## config.mk

```make
export PLATFORM = sky130hd
export DESIGN_NAME = uart_ram_loader_flat
export DESIGN_NICKNAME = d
export VERILOG_FILES = /design/src/rtl/uart_ram_loader_if.sv /design/src/rtl/uart_ram_loader.sv /design/src/flat_wrapper.sv
export SDC_FILE = /design/constraint.sdc
export NUM_CORES = 1
export LEC_CHECK = 0
export ABC_AREA = 1
export CORE_MARGIN = 2
export CORE_UTILIZATION = 54
export CTS_CLUSTER_SIZE = 10
export DETAILED_ROUTE_END_ITERATION = 10
export MAX_ROUTING_LAYER = met4
export PLACE_DENSITY = 0.76
export REMOVE_ABC_BUFFERS = 1
export SETUP_SLACK_MARGIN = 0.02
export SYNTH_ARGS = -nofsm -noshare
export SYNTH_HDL_FRONTEND = slang
export SYNTH_SLANG_ARGS = --single-unit
```

## constraint.sdc

```tcl
create_clock -name CLK_50 -period 1.6 [get_ports CLK_50]
set_input_delay 0.24 -clock CLK_50 [delete_from_list [all_inputs] [get_ports CLK_50]]
set_output_delay 0.24 -clock CLK_50 [all_outputs]
set_load 0.05 [all_outputs]
```

## src/rtl/uart_ram_loader_if.sv

```systemverilog
// RAM write port driven by the UART loader; the top level muxes it with the CPU data port.
interface uart_ram_loader_if #(
   parameter int DATA_WIDTH = 16,
   parameter int ADDR_WIDTH = 12
);
   logic                  we;
   logic [ADDR_WIDTH-1:0] addr;
   logic [DATA_WIDTH-1:0] wdata;

   modport master (output we, addr, wdata);
   modport slave  (input  we, addr, wdata);
endinterface

```

## src/rtl/uart_ram_loader.sv

```systemverilog
// Receives a framed 8N1 UART packet (A5, LEN_HI, LEN_LO, LEN big-endian words)
// and writes the words sequentially into RAM, holding busy for the whole load.
module uart_ram_loader #(
   parameter int DATA_WIDTH   = 16,
   parameter int ADDR_WIDTH   = 12,
   parameter int START_ADDR   = 0,
   parameter int CLKS_PER_BIT = 434,
   parameter int TIMEOUT_CLKS = 5000000
) (
   input  logic              CLK_50,
   input  logic              resetN,
   input  logic              rx,
   uart_ram_loader_if.master wr,
   output logic              busy,
   output logic              done,
   output logic              err_frame,
   output logic              err_len,
   output logic              err_timeout
);

   localparam int BIT_CW = $clog2(CLKS_PER_BIT);
   localparam int TO_CW  = $clog2(TIMEOUT_CLKS + 1);
   localparam logic [16:0]           CAPACITY  = 17'((1 << ADDR_WIDTH) - START_ADDR);
   localparam logic [ADDR_WIDTH-1:0] BASE      = ADDR_WIDTH'(START_ADDR);
   localparam logic [BIT_CW-1:0]     HALF_LAST = BIT_CW'(CLKS_PER_BIT / 2 - 1);
   localparam logic [BIT_CW-1:0]     BIT_LAST  = BIT_CW'(CLKS_PER_BIT - 1);
   localparam logic [TO_CW-1:0]      TO_LAST   = TO_CW'(TIMEOUT_CLKS - 1);

   typedef enum logic [1:0] {RX_IDLE, RX_START, RX_DATA, RX_STOP} rx_state_t;
   typedef enum logic [2:0] {IDLE, LEN_HI, LEN_LO, DATA_HI, DATA_LO, FINISH} state_t;

   rx_state_t             rx_state;
   logic                  rx_meta, rx_sync, rx_prev;
   logic [BIT_CW-1:0]     bit_cnt;
   logic [2:0]            bit_idx;
   logic [7:0]            shift;
   logic                  byte_valid, stop_err;

   state_t                state;
   logic [7:0]            len_hi, data_hi;
   logic [15:0]           len, index;
   logic [TO_CW-1:0]      to_cnt;
   logic                  we_r;
   logic [ADDR_WIDTH-1:0] addr_r;
   logic [DATA_WIDTH-1:0] wdata_r;
   logic [15:0]           len_rx;
   logic [16:0]           index_next;

   assign len_rx     = {len_hi, shift};
   assign index_next = {1'b0, index} + 17'd1;
   assign wr.we      = we_r;
   assign wr.addr    = addr_r;
   assign wr.wdata   = wdata_r;

   // Byte sampler: start edge, half-bit start re-check, then one sample per bit period.
   always_ff @(posedge CLK_50 or negedge resetN) begin
      if (!resetN) begin
         rx_meta    <= 1'b1;
         rx_sync    <= 1'b1;
         rx_prev    <= 1'b1;
         rx_state   <= RX_IDLE;
         bit_cnt    <= '0;
         bit_idx    <= '0;
         shift      <= '0;
         byte_valid <= 1'b0;
         stop_err   <= 1'b0;
      end else begin
         rx_meta    <= rx;
         rx_sync    <= rx_meta;
         rx_prev    <= rx_sync;
         byte_valid <= 1'b0;
         stop_err   <= 1'b0;
         case (rx_state)
            RX_IDLE: begin
               if (rx_prev && !rx_sync) begin
                  rx_state <= RX_START;
                  bit_cnt  <= '0;
               end
            end
            RX_START: begin
               if (bit_cnt == HALF_LAST) begin
                  bit_cnt  <= '0;
                  bit_idx  <= '0;
                  rx_state <= rx_sync ? RX_IDLE : RX_DATA;
               end else begin
                  bit_cnt <= bit_cnt + 1'b1;
               end
            end
            RX_DATA: begin
               if (bit_cnt == BIT_LAST) begin
                  bit_cnt <= '0;
                  shift   <= {rx_sync, shift[7:1]};
                  bit_idx <= bit_idx + 1'b1;
                  if (bit_idx == 3'd7) rx_state <= RX_STOP;
               end else begin
                  bit_cnt <= bit_cnt + 1'b1;
               end
            end
            RX_STOP: begin
               if (bit_cnt == BIT_LAST) begin
                  bit_cnt  <= '0;
                  rx_state <= RX_IDLE;
                  if (rx_sync) byte_valid <= 1'b1;
                  else         stop_err   <= 1'b1;
               end else begin
                  bit_cnt <= bit_cnt + 1'b1;
               end
            end
            default: rx_state <= RX_IDLE;
         endcase
      end
   end

   // Packet parser; a framing error or inter-byte timeout abandons the packet from any state.
   always_ff @(posedge CLK_50 or negedge resetN) begin
      if (!resetN) begin
         state       <= IDLE;
         busy        <= 1'b0;
         done        <= 1'b0;
         err_frame   <= 1'b0;
         err_len     <= 1'b0;
         err_timeout <= 1'b0;
         len_hi      <= '0;
         data_hi     <= '0;
         len         <= '0;
         index       <= '0;
         to_cnt      <= '0;
         we_r        <= 1'b0;
         addr_r      <= '0;
         wdata_r     <= '0;
      end else begin
         we_r <= 1'b0;
         done <= 1'b0;
         if (!busy || byte_valid) to_cnt <= '0;
         else                     to_cnt <= to_cnt + 1'b1;

         if (stop_err) begin
            err_frame <= 1'b1;
            busy      <= 1'b0;
            state     <= IDLE;
         end else if (busy && !byte_valid && to_cnt == TO_LAST) begin
            err_timeout <= 1'b1;
            busy        <= 1'b0;
            state       <= IDLE;
         end else begin
            case (state)
               IDLE: begin
                  if (byte_valid && shift == 8'hA5) begin
                     busy  <= 1'b1;
                     state <= LEN_HI;
                  end
               end
               LEN_HI: begin
                  if (byte_valid) begin
                     len_hi <= shift;
                     state  <= LEN_LO;
                  end
               end
               LEN_LO: begin
                  if (byte_valid) begin
                     if (len_rx == 16'd0) begin
                        done  <= 1'b1;
                        busy  <= 1'b0;
                        state <= IDLE;
                     end else if ({1'b0, len_rx} > CAPACITY) begin
                        err_len <= 1'b1;
                        busy    <= 1'b0;
                        state   <= IDLE;
                     end else begin
                        len   <= len_rx;
                        index <= '0;
                        state <= DATA_HI;
                     end
                  end
               end
               DATA_HI: begin
                  if (byte_valid) begin
                     data_hi <= shift;
                     state   <= DATA_LO;
                  end
               end
               DATA_LO: begin
                  if (byte_valid) begin
                     we_r    <= 1'b1;
                     addr_r  <= BASE + index[ADDR_WIDTH-1:0];
                     wdata_r <= {data_hi, shift};
                     index   <= index_next[15:0];
                     state   <= (index_next == {1'b0, len}) ? FINISH : DATA_HI;
                  end
               end
               FINISH: begin
                  done  <= 1'b1;
                  busy  <= 1'b0;
                  state <= IDLE;
               end
               default: state <= IDLE;
            endcase
         end
      end
   end

endmodule

```

## src/flat_wrapper.sv

```systemverilog
// flat-port wrapper written by rule: the top's interface ports become plain ports
module uart_ram_loader_flat 
#(
   parameter int DATA_WIDTH   = 16,
   parameter int ADDR_WIDTH   = 12,
   parameter int START_ADDR   = 0,
   parameter int CLKS_PER_BIT = 434,
   parameter int TIMEOUT_CLKS = 5000000
)
  (CLK_50, resetN, rx, busy, done, err_frame, err_len, err_timeout, wr_we, wr_addr, wr_wdata);
  uart_ram_loader_if #(.DATA_WIDTH(DATA_WIDTH), .ADDR_WIDTH(ADDR_WIDTH)) wr_i ();
  input  logic CLK_50;
  input  logic resetN;
  input  logic rx;
  output logic busy;
  output logic done;
  output logic err_frame;
  output logic err_len;
  output logic err_timeout;
  output wire logic [$bits(wr_i.we)-1:0] wr_we;
  output wire logic [$bits(wr_i.addr)-1:0] wr_addr;
  output wire logic [$bits(wr_i.wdata)-1:0] wr_wdata;
  assign wr_we = wr_i.we;
  assign wr_addr = wr_i.addr;
  assign wr_wdata = wr_i.wdata;
  uart_ram_loader #(.DATA_WIDTH(DATA_WIDTH), .ADDR_WIDTH(ADDR_WIDTH), .START_ADDR(START_ADDR), .CLKS_PER_BIT(CLKS_PER_BIT), .TIMEOUT_CLKS(TIMEOUT_CLKS)) u_core (.CLK_50(CLK_50), .resetN(resetN), .rx(rx), .wr(wr_i), .busy(busy), .done(done), .err_frame(err_frame), .err_len(err_len), .err_timeout(err_timeout));
endmodule
```

==> impl_metrics.py <==
metrics = {
    "status": {
        "status": "finished with violations",
        "violations": "negative setup slack",
    },
    "global_routing": {
        "grt_pass1_wl_um": 31800,
        "gr-usage-all-layers_pct": 31.9,
        "grt_pass1_vias": 6662,
        "grt.overflow.total": 0,
        "antenna_found_initial": 1,
        "grt_max_degree": 43,
    },
    "synth": {
        "synth-main-ff-cell": "dfrtp_1",
        "ys_async_sr_fraction_pct": 100,
        "ys_seq_area_share_pct": 51.1,
        "synth_top_family_by_area": "simple AND/OR/NAND/NOR gates",
        "synth-compound-area-share_pct": 10.9,
        "yosys_warnings": 0,
        "ys_seq_elements": 135,
        "synth_area_um2": 6620,
        "synth.area.mux_share_pct": 0,
        "syn_inst": 803,
        "syn_area_per_cell_um2": 8.24,
        "synth_edf_count": 0,
        "synth_xor_area_share_pct": 1.61,
        "synth_fa_ha_area_share_pct": 1.32,
        "synth_cell_types": 46,
        "synthSimpleGateAreaFrac_pct": 27.3,
    },
    "worst_setup_path": {
        "crit_type": "reg2reg",
        "ff2ff_path_depth": 16,
        "cpLargestDelayFamily": "simple AND/OR/NAND/NOR gates",
        "cp_slowest_cell": "dfrtp_1",
        "crit_arrival_ns": 2.59,
        "r2r_setup_slack_ns": -0.67,
        "crit_buf_inv": 1,
        "critPathMostFrequentCell": "nand2_1",
        "r2r-end": "u_core.state[1]",
        "crit_path_start": "u_core.index[1]",
        "cp-start-kind": "register",
        "crit_path_end_kind": "register",
        "r2r-start": "u_core.index[1]",
        "required_ns": 1.92,
        "critPathCapture": "u_core.state[1]",
        "crit_fanout": 5,
        "max_stage_delay_ns": 0.46,
        "crit_chain": "ha_4 -> nand2_4 -> nor2_4 -> nand2_1 -> nand2_1 -> nand2_1 -> nand2_1 -> o21ai_1 -> inv_1 -> nand3_2 -> nor2_2 -> nand2_1 -> nand2_1 -> nand2_1 -> nand2_1 -> nand2_1",
        "worstSetupPathDepth": 16,
    },
    "die": {
        "die_h_um": 115,
        "die_area_um2": 13200,
        "fp.coreArea_um2": 12000,
        "pin_count": 37,
        "rows": 40,
        "initial_core_util_pct": 55.1,
        "die_w_um": 115,
    },
    "finish": {
        "mostFrequentLayoutCells": "buf_4, nand2_1, dfrtp_1, inv_1, nand2_2",
        "fin_nets": 1013,
        "fillers": 522,
        "multi_input_area_um2": 3630,
        "layout-drive-gt1-share_pct": 44.7,
        "final_cell_count_no_fill": 1164,
        "seq_area_um2": 3390,
        "areaGrowthSynthToFinish_pct": 51.8,
        "final_common_cell": "buf_4",
    },
    "clock_network": {
        "cts.clk_slew.worst_paths_ns": 0.06,
        "cts_buffers": 17,
        "tritoncts": "built",
        "htreeDepth": 4,
        "clock_latency_ns": 0.44,
        "cts_buffer_depth": 2,
        "numClockSinks": 135,
        "clock-root-buffer": "clkbuf_16",
    },
    "routing": {
        "wire_per_inst_um": 21.6,
        "drt-total-wl_um": 25100,
        "dr_total_vias": 7248,
        "antenna_left": 0,
        "first_pass_iters": 6,
        "drt_iter0_markers": 814,
        "vias_per_cell": 6.23,
        "drc": 0,
    },
    "placement": {
        "place_inst": 1090,
        "post-dp-hpwl_um": 11600,
        "gp_congestion": 0.961,
        "port_buffers": 36,
        "place_ws_ns": -0.381,
    },
    "min_path": {
        "min_path_cells": 1,
        "hold_path.class": "in2reg",
    },
    "sta": {
        "skew_ns": 0.0135,
        "fin_hold_ws_ns": 0.219,
        "maxSlewViolCount": 0,
        "relSlewSlack_pct": 70.0,
        "fmax_mhz": 440,
        "setup_violations": 122,
        "rsz0062_at_grt": "yes",
        "finalCritPeriodShare_pct": 142,
        "finalWorstSetupSlack_ns": -0.674,
        "hold_viol_final": 0,
        "tns_ns": -38.47,
        "worst-slew-pin-transition_ns": 0.446,
        "finalCriticalPeriod_ns": 2.27,
    },
    "power_and_ir_drop": {
        "power.leakage_nw": 4.89,
        "switchingPower_mw": 2.22,
        "power_density_nw_per_um2": 863,
        "p_clk_share_pct": 49.3,
        "p_int_mw": 6.45,
        "p_seq_share_pct": 42.0,
        "ir_drop_uv": 883,
        "pwr-share-comb_pct": 8.8,
        "power_mw": 8.68,
        "sw_frac_of_total_pct": 25.6,
    },
    "run": {
        "drv_cap": 0,
    },
}
[power groups by stage]
stage | registers, mW | logic [mW] | clock network [mW]
floorplan | 3.63 | 0.249 | 0
global placement | 3.64 | 0.427 | 0
detailed placement | 3.66 | 0.468 | 0
CTS | 3.60 | 0.486 | 4.18
global route | 3.65 | 0.828 | 4.39
finish | 3.64 | 0.759 | 4.27
[synthesized netlist by cell type (2+ instances only)]
cell type,count,area share (%)
a21oi_1,18,1.4
buf_2,2,0.15
buf_6,8,1.4
clkbuf_1,6,0.34
dfrtp_1,132,50
dfstp_2,3,1.2
ha_1,7,1.3
inv_1,92,5.2
inv_2,9,0.51
nand2_1,215,12
nand2_2,4,0.38
nand2_4,3,0.51
nand3_1,56,4.2
nand3b_1,4,0.45
nand4_1,17,1.6
nor2_1,67,3.8
nor2_2,5,0.47
nor2_4,4,0.68
nor3_1,14,1.1
nor4_1,5,0.47
o21a_1,11,1.2
o21ai_0,45,3.4
o21ai_1,40,3.0
o21bai_1,3,0.34
o22ai_1,6,0.57
xnor3_1,2,0.68
xor2_1,6,0.79
[cell type report]
| class | instances | share of cell area [%] |
|---|---|---|
| clock inverter | 14 | 1.97 |
| tap | 147 | 1.83 |
| multi-input combinational | 549 | 36.1 |
| antenna | 1 | 0.0249 |
| inverter | 102 | 3.98 |
| sequential | 135 | 33.7 |
| timing repair buffer | 198 | 18.1 |
| clock buffer | 18 | 4.27 |
[per-stage QoR]
step / utilization (%) / cell area (µm²)
finish: 83.7 / 10000
global route: 83.7 / 10000
CTS: 77.1 / 9270
detailed placement: 66.5 / 7980
global placement: 66.5 / 7980
floorplan: - / 6490
[worst min path at each step]
stage / startpoint / to / slack (ns)
6_report: rx / u_core.rx_meta / 0.22
5_1_grt: rx / u_core.rx_meta / 0.21
4_1_cts: rx / u_core.rx_meta / 0.20
3_5_place_dp: resetN / u_core.data_hi[4] / 0.18
3_3_place_gp: resetN / u_core.wr.wdata[12] / 0.17
2_1_floorplan: resetN / asynchronous set/reset pin / -0.06
[state kept, by name, indices dropped and copies added (netlist names), 3 cells and up, named ones only]
| name | count |
|---|---|
| u_core.bit_cnt | 9 |
| u_core.bit_idx | 3 |
| u_core.data_hi | 8 |
| u_core.index | 16 |
| u_core.len | 16 |
| u_core.len_hi | 8 |
| u_core.shift | 8 |
| u_core.state | 3 |
| u_core.to_cnt | 23 |
| u_core.wr.addr | 12 |
| u_core.wr.wdata | 16 |
[timing repair]
item / 4_1_cts / 5_1_grt
hold endpoints to repair: 34 / 0
cloned: 3 / 3
hold buffers: 1 / 0
gates resized for setup: 137 / 171
setup buffers: 18 / 19
pin swaps: 22 / 45
endpoints found under the setup margin: 114 / 122
[cells by family (layout without fill, tap and decap cells)]
| family | count (synthesis) | after routing |
|---|---|---|
| AO/OA/AOI/OAI | 130 | 130 |
| XOR/XNOR | 9 | 9 |
| adder cells (fa/ha/maj) | 7 | 7 |
| buffers and inverters | 119 | 332 |
| flip-flops | 135 | 135 |
| other | 0 | 1 |
| AND/OR/NAND/NOR | 403 | 403 |
[layer usage]
metal  vias up  GRT usage (%)  part of all wire, %
met1      3476           37.6                   37
met5         -              -                    0
li1       3022              -                    -
met2       582           52.9                   48
met4         0           13.2                  6.3
met3       168           7.31                  8.9
[worst register-to-register path: cells and delay by family (launching register included)]
kind / cells / cell delay (ns)
and+or+nand+nor: 13 / 1.30
DFF: 1 / 0.46
adders and majority gates: 1 / 0.21
buffers and inverters: 1 / 0.09
AOI/OAI and AO/OA: 1 / 0.08
Note: power is estimated with default switching activity, not from simulation.
